<file path="src/rtl/osd_text_writer.sv">
// osd_text_writer: byte-command text writer into an on-screen-display character RAM.
// Define OSD_AUTOHIDE_EN to hide the overlay TIMEOUT_FRAMES vblanks after the last command.
module osd_text_writer #(
    parameter int         SCREEN_COLS    = 48,
    parameter int         SCREEN_ROWS    = 32,
    parameter logic [7:0] BLANK_CHAR     = 8'h20,
    parameter int         TIMEOUT_FRAMES = 180
) (
    input  logic        clk,
    input  logic        reset,
    input  logic        cmd_valid,
    input  logic [7:0]  cmd_data,
    output logic        cmd_ready,
    input  logic        vblank,
    output logic [10:0] addr_a,
    output logic [7:0]  data_a,
    output logic        we_a,
    output logic        osd_active,
    output logic        busy
);
    localparam int CW = $clog2(SCREEN_COLS);
    localparam int RW = $clog2(SCREEN_ROWS);
    localparam logic [10:0] COLS11 = 11'(SCREEN_COLS);
    localparam logic [10:0] NCELL = 11'(SCREEN_COLS * SCREEN_ROWS);
    localparam logic [7:0] CMAX8 = 8'(SCREEN_COLS - 1);
    localparam logic [7:0] RMAX8 = 8'(SCREEN_ROWS - 1);
    localparam logic [CW-1:0] CMAX = CW'(SCREEN_COLS - 1);
    localparam logic [RW-1:0] RMAX = RW'(SCREEN_ROWS - 1);

    typedef enum logic [2:0] {IDLE, GET_COL, GET_ROW, GET_LIT, CLEAR} state_t;

    state_t state, state_n;
    logic [CW-1:0] col;
    logic [RW-1:0] row;
    logic [10:0] clr_cnt, addr_r;
    logic [7:0] data_r;
    logic we_r, accept, wr, clr_done;

    assign cmd_ready = !reset && state != CLEAR;
    assign accept = cmd_valid && cmd_ready;
    assign clr_done = clr_cnt == NCELL - 11'd1;

    always_comb begin
        state_n = state;
        wr = 1'b0;
        if (state == CLEAR)
            state_n = clr_done ? IDLE : CLEAR;
        else if (accept)
            case (state)
                IDLE: begin
                    wr = cmd_data >= 8'h20;
                    state_n = cmd_data == 8'h01 ? GET_COL :
                              cmd_data == 8'h0C ? CLEAR :
                              cmd_data == 8'h1B ? GET_LIT : IDLE;
                end
                GET_COL: state_n = GET_ROW;
                GET_LIT: begin
                    wr = 1'b1;
                    state_n = IDLE;
                end
                default: state_n = IDLE;
            endcase
    end

    always_ff @(posedge clk)
        state <= reset ? IDLE : state_n;

    always_ff @(posedge clk) begin
        if (reset) begin
            col <= '0;
            row <= '0;
            clr_cnt <= '0;
            addr_r <= '0;
            data_r <= '0;
            we_r <= 1'b0;
        end else begin
            we_r <= wr;
            if (wr) begin
                addr_r <= 11'(row) * COLS11 + 11'(col);
                data_r <= cmd_data;
                col <= col == CMAX ? '0 : col + 1'b1;
                if (col == CMAX)
                    row <= row == RMAX ? '0 : row + 1'b1;
            end
            if (accept && state == IDLE && (cmd_data == 8'h0A || cmd_data == 8'h0D))
                col <= '0;
            if (accept && state == IDLE && cmd_data == 8'h0A)
                row <= row == RMAX ? '0 : row + 1'b1;
            if (accept && state == GET_COL)
                col <= cmd_data > CMAX8 ? CMAX : CW'(cmd_data);
            if (accept && state == GET_ROW)
                row <= cmd_data > RMAX8 ? RMAX : RW'(cmd_data);
            if (state == CLEAR) begin
                clr_cnt <= clr_done ? '0 : clr_cnt + 11'd1;
                if (clr_done) begin
                    col <= '0;
                    row <= '0;
                end
            end
        end
    end

    // Sweep drives the RAM port directly; outputs are forced quiet while reset is held.
    assign we_a = !reset && (state == CLEAR || we_r);
    assign addr_a = reset ? '0 : state == CLEAR ? clr_cnt : addr_r;
    assign data_a = reset ? '0 : state == CLEAR ? BLANK_CHAR : data_r;
    assign busy = !reset && state == CLEAR;

`ifdef OSD_AUTOHIDE_EN
    localparam int TW = $clog2(TIMEOUT_FRAMES + 1);
    logic [TW-1:0] timer;
    logic vb_q;

    always_ff @(posedge clk) begin
        if (reset) begin
            timer <= '0;
            vb_q <= 1'b0;
        end else begin
            vb_q <= vblank;
            if (accept)
                timer <= TW'(TIMEOUT_FRAMES);
            else if (vblank && !vb_q && timer != '0)
                timer <= timer - 1'b1;
        end
    end

    assign osd_active = !reset && timer != '0;
`else
    logic vblank_unused;
    assign vblank_unused = vblank;
    assign osd_active = !reset;
`endif
endmodule

</file>
<file path="config.mk">
export PLATFORM = sky130hd
export DESIGN_NAME = osd_text_writer
export DESIGN_NICKNAME = d
export VERILOG_FILES = /design/src/rtl/osd_text_writer.sv
export SDC_FILE = /design/constraint.sdc
export NUM_CORES = 1
export LEC_CHECK = 0
export CAP_MARGIN = 20
export CORE_MARGIN = 5
export CORE_UTILIZATION = 55
export CTS_CLUSTER_DIAMETER = 200
export CTS_CLUSTER_SIZE = 24
export DETAILED_ROUTE_END_ITERATION = 7
export HOLD_SLACK_MARGIN = 0.15
export PLACE_DENSITY = 0.79
export SLEW_MARGIN = 40
export SYNTH_ARGS = -nofsm -noshare
export SYNTH_HDL_FRONTEND = slang
export SYNTH_SLANG_ARGS = --single-unit
</file>
<file path="constraint.sdc">
create_clock -name clk -period 2.8 [get_ports clk]
set_clock_uncertainty 0.05 [all_clocks]
set_input_delay 0.42 -clock clk [delete_from_list [all_inputs] [get_ports clk]]
set_output_delay 0.42 -clock clk [all_outputs]
set_load 0.01 [all_outputs]
</file>
# Word-level counts from Yosys, hierarchy flattened
# Index checks and enable logic that the tools add are counted.
[totals]
reg_bits = 45
input_bits = 12
output_inout_bits = 23
word_cells = 72
[op_classes]
add_sub_neg = 4
multipliers = 1
n_lt_le_gt_ge = 3
eq_ne = 13
n_mux = 30
n_reduce_logical = 14
[op_table]
columns = ["op", "count"]
rows = [
  ["$mux W6", 7],
  ["$mux W5", 8],
  ["$mux W11", 3],
  ["$eq A8 B4 Y1 const B", 3],
  ["$mux W8", 2],
  ["$mux W3", 5],
  ["$add A11 B1 Y11 const B", 1],
  ["$add A11 B6 Y11", 1],
  ["$eq A11 B11 Y1 const B", 1],
  ["$logic_and A1 B1 Y1", 9],
  ["$eq A8 B1 Y1 const B", 1],
  ["$eq A8 B5 Y1 const B", 1],
  ["$ge A8 B6 Y1 const B", 1],
  ["$gt A8 B5 Y1 const B", 1],
  ["$gt A8 B6 Y1 const B", 1],
  ["$mul A5 B2 Y7 const B", 1],
  ["$add A6 B1 Y6 const B", 1],
  ["$eq A3 B2 Y1 const B", 2],
  ["$eq A6 B6 Y1 const B", 1],
  ["$pmux W3 S2", 1],
  ["$add A5 B1 Y5 const B", 1],
  ["$eq A5 B5 Y1 const B", 1],
  ["$eq A3 B1 Y1 const B", 1],
  ["$eq A3 B3 Y1 const B", 1],
  ["other kinds (8)", 10],
]

# Logic depth before layout (Yosys ltp)
[depth]
depth_word = 10
ltp_mapped = 8
depth_no_buf = 7

# Worst setup path after synthesis
# No wires, ideal clock.
[synth_path]
path_type = "reg-to-reg"
startpoint = "reg row[0]"
endpoint = "reg addr_r[9]"
setup_ps = 74
arrival_ps = 2051
setup_slack_ps = 625
path_stages_with_launch = 8
n_path_buf = 0
cell_sequence = "dfxtp_1 > ha_1 > fa_1 > a21oi_1 > o21bai_1 > xor2_1 > or4_1 > a31oi_1"
[synth_via]
elab_chain_cells = 2
[synth_lines]
columns = ["item", "line", "rtl"]
rows = [
  ["start: declaration", "34", "logic [RW-1:0] row;"],
  ["start signal: assignment", "83", "row <= row == RMAX ? '0 : row + 1'b1;"],
  ["start signal: assignment", "88", "row <= row == RMAX ? '0 : row + 1'b1;"],
  ["start signal: assignment", "92", "row <= cmd_data > RMAX8 ? RMAX : RW'(cmd_data);"],
  ["$mul A5 B2 Y7", "79", "addr_r <= 11'(row) * COLS11 + 11'(col);"],
  ["$add A11 B6 Y11", "79", ""],
  ["end signal: assignment", "79", ""],
  ["end: declaration", "35", "logic [10:0] clr_cnt, addr_r;"],
]
# Every way passes these cells.
# A chain may end at the register's enable or synchronous reset.

# Worst setup path after layout
[layout_path]
startpoint = "in reset"
endpoint = "out data_a[2]"
[layout_via]
elab_chain_cells = 1
[layout_lines]
columns = ["item", "line", "rtl"]
rows = [
  ["start: declaration", "10", "input logic reset,"],
  ["$mux W8", "106", "assign data_a = reset ? '0 : state == CLEAR ? BLANK_CHAR : data_r;"],
  ["end: declaration", "16", "output logic [7:0] data_a,"],
]
# Every way passes these cells.

==> impl_metrics.json <==
{
  "cts_root_buffer": "clkbuf_8",
  "nFillCells": 416,
  "wirelength_mm": 6.69,
  "powerDensity_nw_per_um2": 416,
  "synth_warnings": 0,
  "hold_end": "data_r[2]",
  "outcome": "completed",
  "clk_latency_ns": 0.30,
  "tightest_slew_ns": 0.681,
  "layout.cells.non_filler": 450,
  "critical_path_class": "input port to output pin",
  "synthFlopType": "dfxtp_1",
  "ys_types": 62,
  "crit_path_frequent_cell": "clkdlybuf4s50_1",
  "drtAntennaViolNets": 0,
  "crit_chain": "clkdlybuf4s50_1, nor2_1, and2_1, clkdlybuf4s50_1",
  "required_ns": 2.33,
  "place_hpwl_mm": 5.05,
  "area_growth_pct": 20.9,
  "slew_violations": 0,
  "overflow": 0,
  "leakage_nw": 1.21,
  "pre_cts_ws_ns": 0.197,
  "hp-class": "flop to flop",
  "clock-sinks": 45,
  "grt_max_degree": 26,
  "start_util_pct": 56.9,
  "critPathMaxStageDelay_ns": 0.53,
  "syn_area_per_cell_um2": 7.87,
  "finalHoldViolCount": 0,
  "tns_ns": 0,
  "final_common_cell": "nand2_1",
  "fmax_ghz": 0.388,
  "rows": 25,
  "cts_buffers": 5,
  "drive_gt1_share_pct": 9.66,
  "startpoint_type": "input port",
  "synth_cells": 344,
  "rr_startpoint": "row[0]",
  "ir_worst_vdd_uv": 261,
  "crit_path_end_kind": "output pin",
  "fin_ws_ns": 0.223,
  "first_iter_violations": 144,
  "port-buffer-count": 33,
  "die_area_um2": 6420,
  "path_clk_slew_ns": 0.08,
  "post_drt_wl_per_cell_um": 14.9,
  "synth.largest_area_cell": "dfxtp_1",
  "r2r_cells": 7,
  "postSynth.asyncResetShare_pct": 0,
  "grt_pass1_wl_mm": 11.4,
  "antenna_found_initial": 0,
  "cp_slowest_cell": "clkdlybuf4s50_1",
  "vias_per_cell": 5.62,
  "synth.area.top_cells": "dfxtp_1, nand2_1, a21oi_1, ha_1, nor2_1",
  "gp_congestion": 0.929,
  "die_y_um": 80.1,
  "placed_cells": 442,
  "crit_path_max_fanout": 8,
  "syn-num-nets": 369,
  "slew_headroom_pct": 54.5,
  "die_w_um": 80.1,
  "synth-seq-area-share_pct": 33.3,
  "fin_crit_sh_pct": 92.0,
  "syn_area_um2": 2710,
  "layout_common_cells": "nand2_1, dfxtp_1, nor2_1, a21oi_1, clkdlybuf4s50_1",
  "min_from": "data_r[2]",
  "r2r_slack_ns": 0.39,
  "vias": 2529,
  "timing.rr.end": "addr_r[9]",
  "drv_cap": 0,
  "yosysTopAreaCellShare_pct": 33.3,
  "cp_top_family": "buffers and inverters",
  "core-area_um2": 4750,
  "setup-violations-final": 0,
  "diodes": 0,
  "clockBufferDepth": 2,
  "ys_ff_latch": 45,
  "pin_count": 35,
  "cts_tree": "done",
  "crit_buf_inv": 2,
  "track_usage_pct": 22.4,
  "htree_levels": 2,
  "arrival_ns": 2.11,
  "synth-edff-count": 0,
  "period_needed_ns": 2.58,
  "rsz0062_at_grt": "no",
  "firstDrtPassIters": 6,
  "hold_depth": 2,
  "post-route-drc-count": 0,
  "grt_pass1_vias": 2403,
  "crit_path_start": "reset",
  "nets": 407
}
[logic make-up (layout without fill, tap and decap cells)]
group / Yosys count / in the layout / share of synthesized area, %
AND/OR/NAND/NOR: 163 / 163 / 30.1
AO/OA/AOI/OAI: 79 / 79 / 18.8
flip-flops: 45 / 45 / 33.3
buffers and inverters: 20 / 59 / 3.14
XOR/XNOR: 18 / 18 / 5.83
adder cells (fa/ha/maj): 13 / 13 / 6.56
multiplexers: 6 / 6 / 2.27
[synth_stat cells, drive strengths merged, types with 4 or more instances]
| master | n |
|---|---|
| buf | 7 |
| or3 | 4 |
| dfxtp | 45 |
| a21oi | 37 |
| o21ai | 10 |
| mux2i | 5 |
| clkbuf | 8 |
| nand2b | 4 |
| inv | 5 |
| nor3b | 4 |
| nand3 | 9 |
| nor3 | 8 |
| ha | 11 |
| nor2 | 35 |
| xnor2 | 8 |
| a31oi | 5 |
| nand4 | 7 |
| nand2 | 63 |
| a21o | 4 |
| xor2 | 10 |
| o22ai | 5 |
| and2 | 11 |
[state kept, by name (all words and copies together) (netlist names)]
| name | flops |
|---|---|
| addr_r | 11 |
| clr_cnt | 11 |
| data_r | 8 |
| col | 6 |
| row | 5 |
| state | 3 |
| we_r | 1 |
[where the power goes]
part	switching, mW	leakage (nW)	total [mW]	internal, mW
combinational	0.100	0.790	0.178	0.0780
sequential	0.0161	0.365	0.672	0.656
clock	0.221	0.0585	0.512	0.291
[worst max path at each step]
stage | endpoint | cells past startpoint | slack, ns
CTS | addr_a[10] | 5 | 0.15
detailed placement | data_a[3] | 4 | 0.20
global route | data_a[2] | 4 | 0.08
floorplan | addr_r[9] | 7 | 0.62
global placement | data_a[2] | 4 | 0.24
finish | data_a[2] | 4 | 0.22
[per-stage QoR]
stage / power (mW) / util, % / area [um^2] / hold slack, ns
finish: 1.36 / 68.8 / 3270 / 0.405
CTS: 1.36 / 68.7 / 3270 / 0.406
global route: 1.42 / 68.8 / 3270 / 0.427
global placement: 0.858 / 66.3 / 3150 / 0.391
floorplan: 0.783 / - / 2710 / 0.382
detailed placement: 0.863 / 66.3 / 3150 / 0.396
[repair_timing]
| action | 4_1_cts | 5_1_grt |
|---|---|---|
| gates resized for setup | 0 | 1 |
| hold buffers | 0 | 0 |
| setup buffers | 0 | 0 |
| setup endpoints to repair | 0 | 4 |
[metal layers]
layer	GRT usage, %	share of wire, %	vias to the layer above
li1	-	-	1282
met1	28.0	44	1165
met2	39.5	49	69
met3	3.48	4.1	13
met4	6.76	2.3	0
met5	0	0	-
[layout make-up]
class | instances | area, um^2 | share of cell area [%]
timing repair buffer | 46 | 428 | 13.1
clock buffer | 7 | 86.3 | 2.64
tap | 67 | 83.8 | 2.56
inverter | 5 | 18.8 | 0.574
clock inverter | 1 | 30.0 | 0.918
multi-input combinational | 279 | 1720 | 52.7
sequential | 45 | 901 | 27.5
[worst register-to-register path: stages (launching register included)]
cell	delay, ns
dfxtp_1	0.38
ha_1	0.29
fa_1	0.45
a21oi_1	0.19
o21bai_1	0.09
xor2_1	0.18
or4_1	0.53
a31oi_1	0.17
Note: power is estimated with default switching activity, not from simulation.
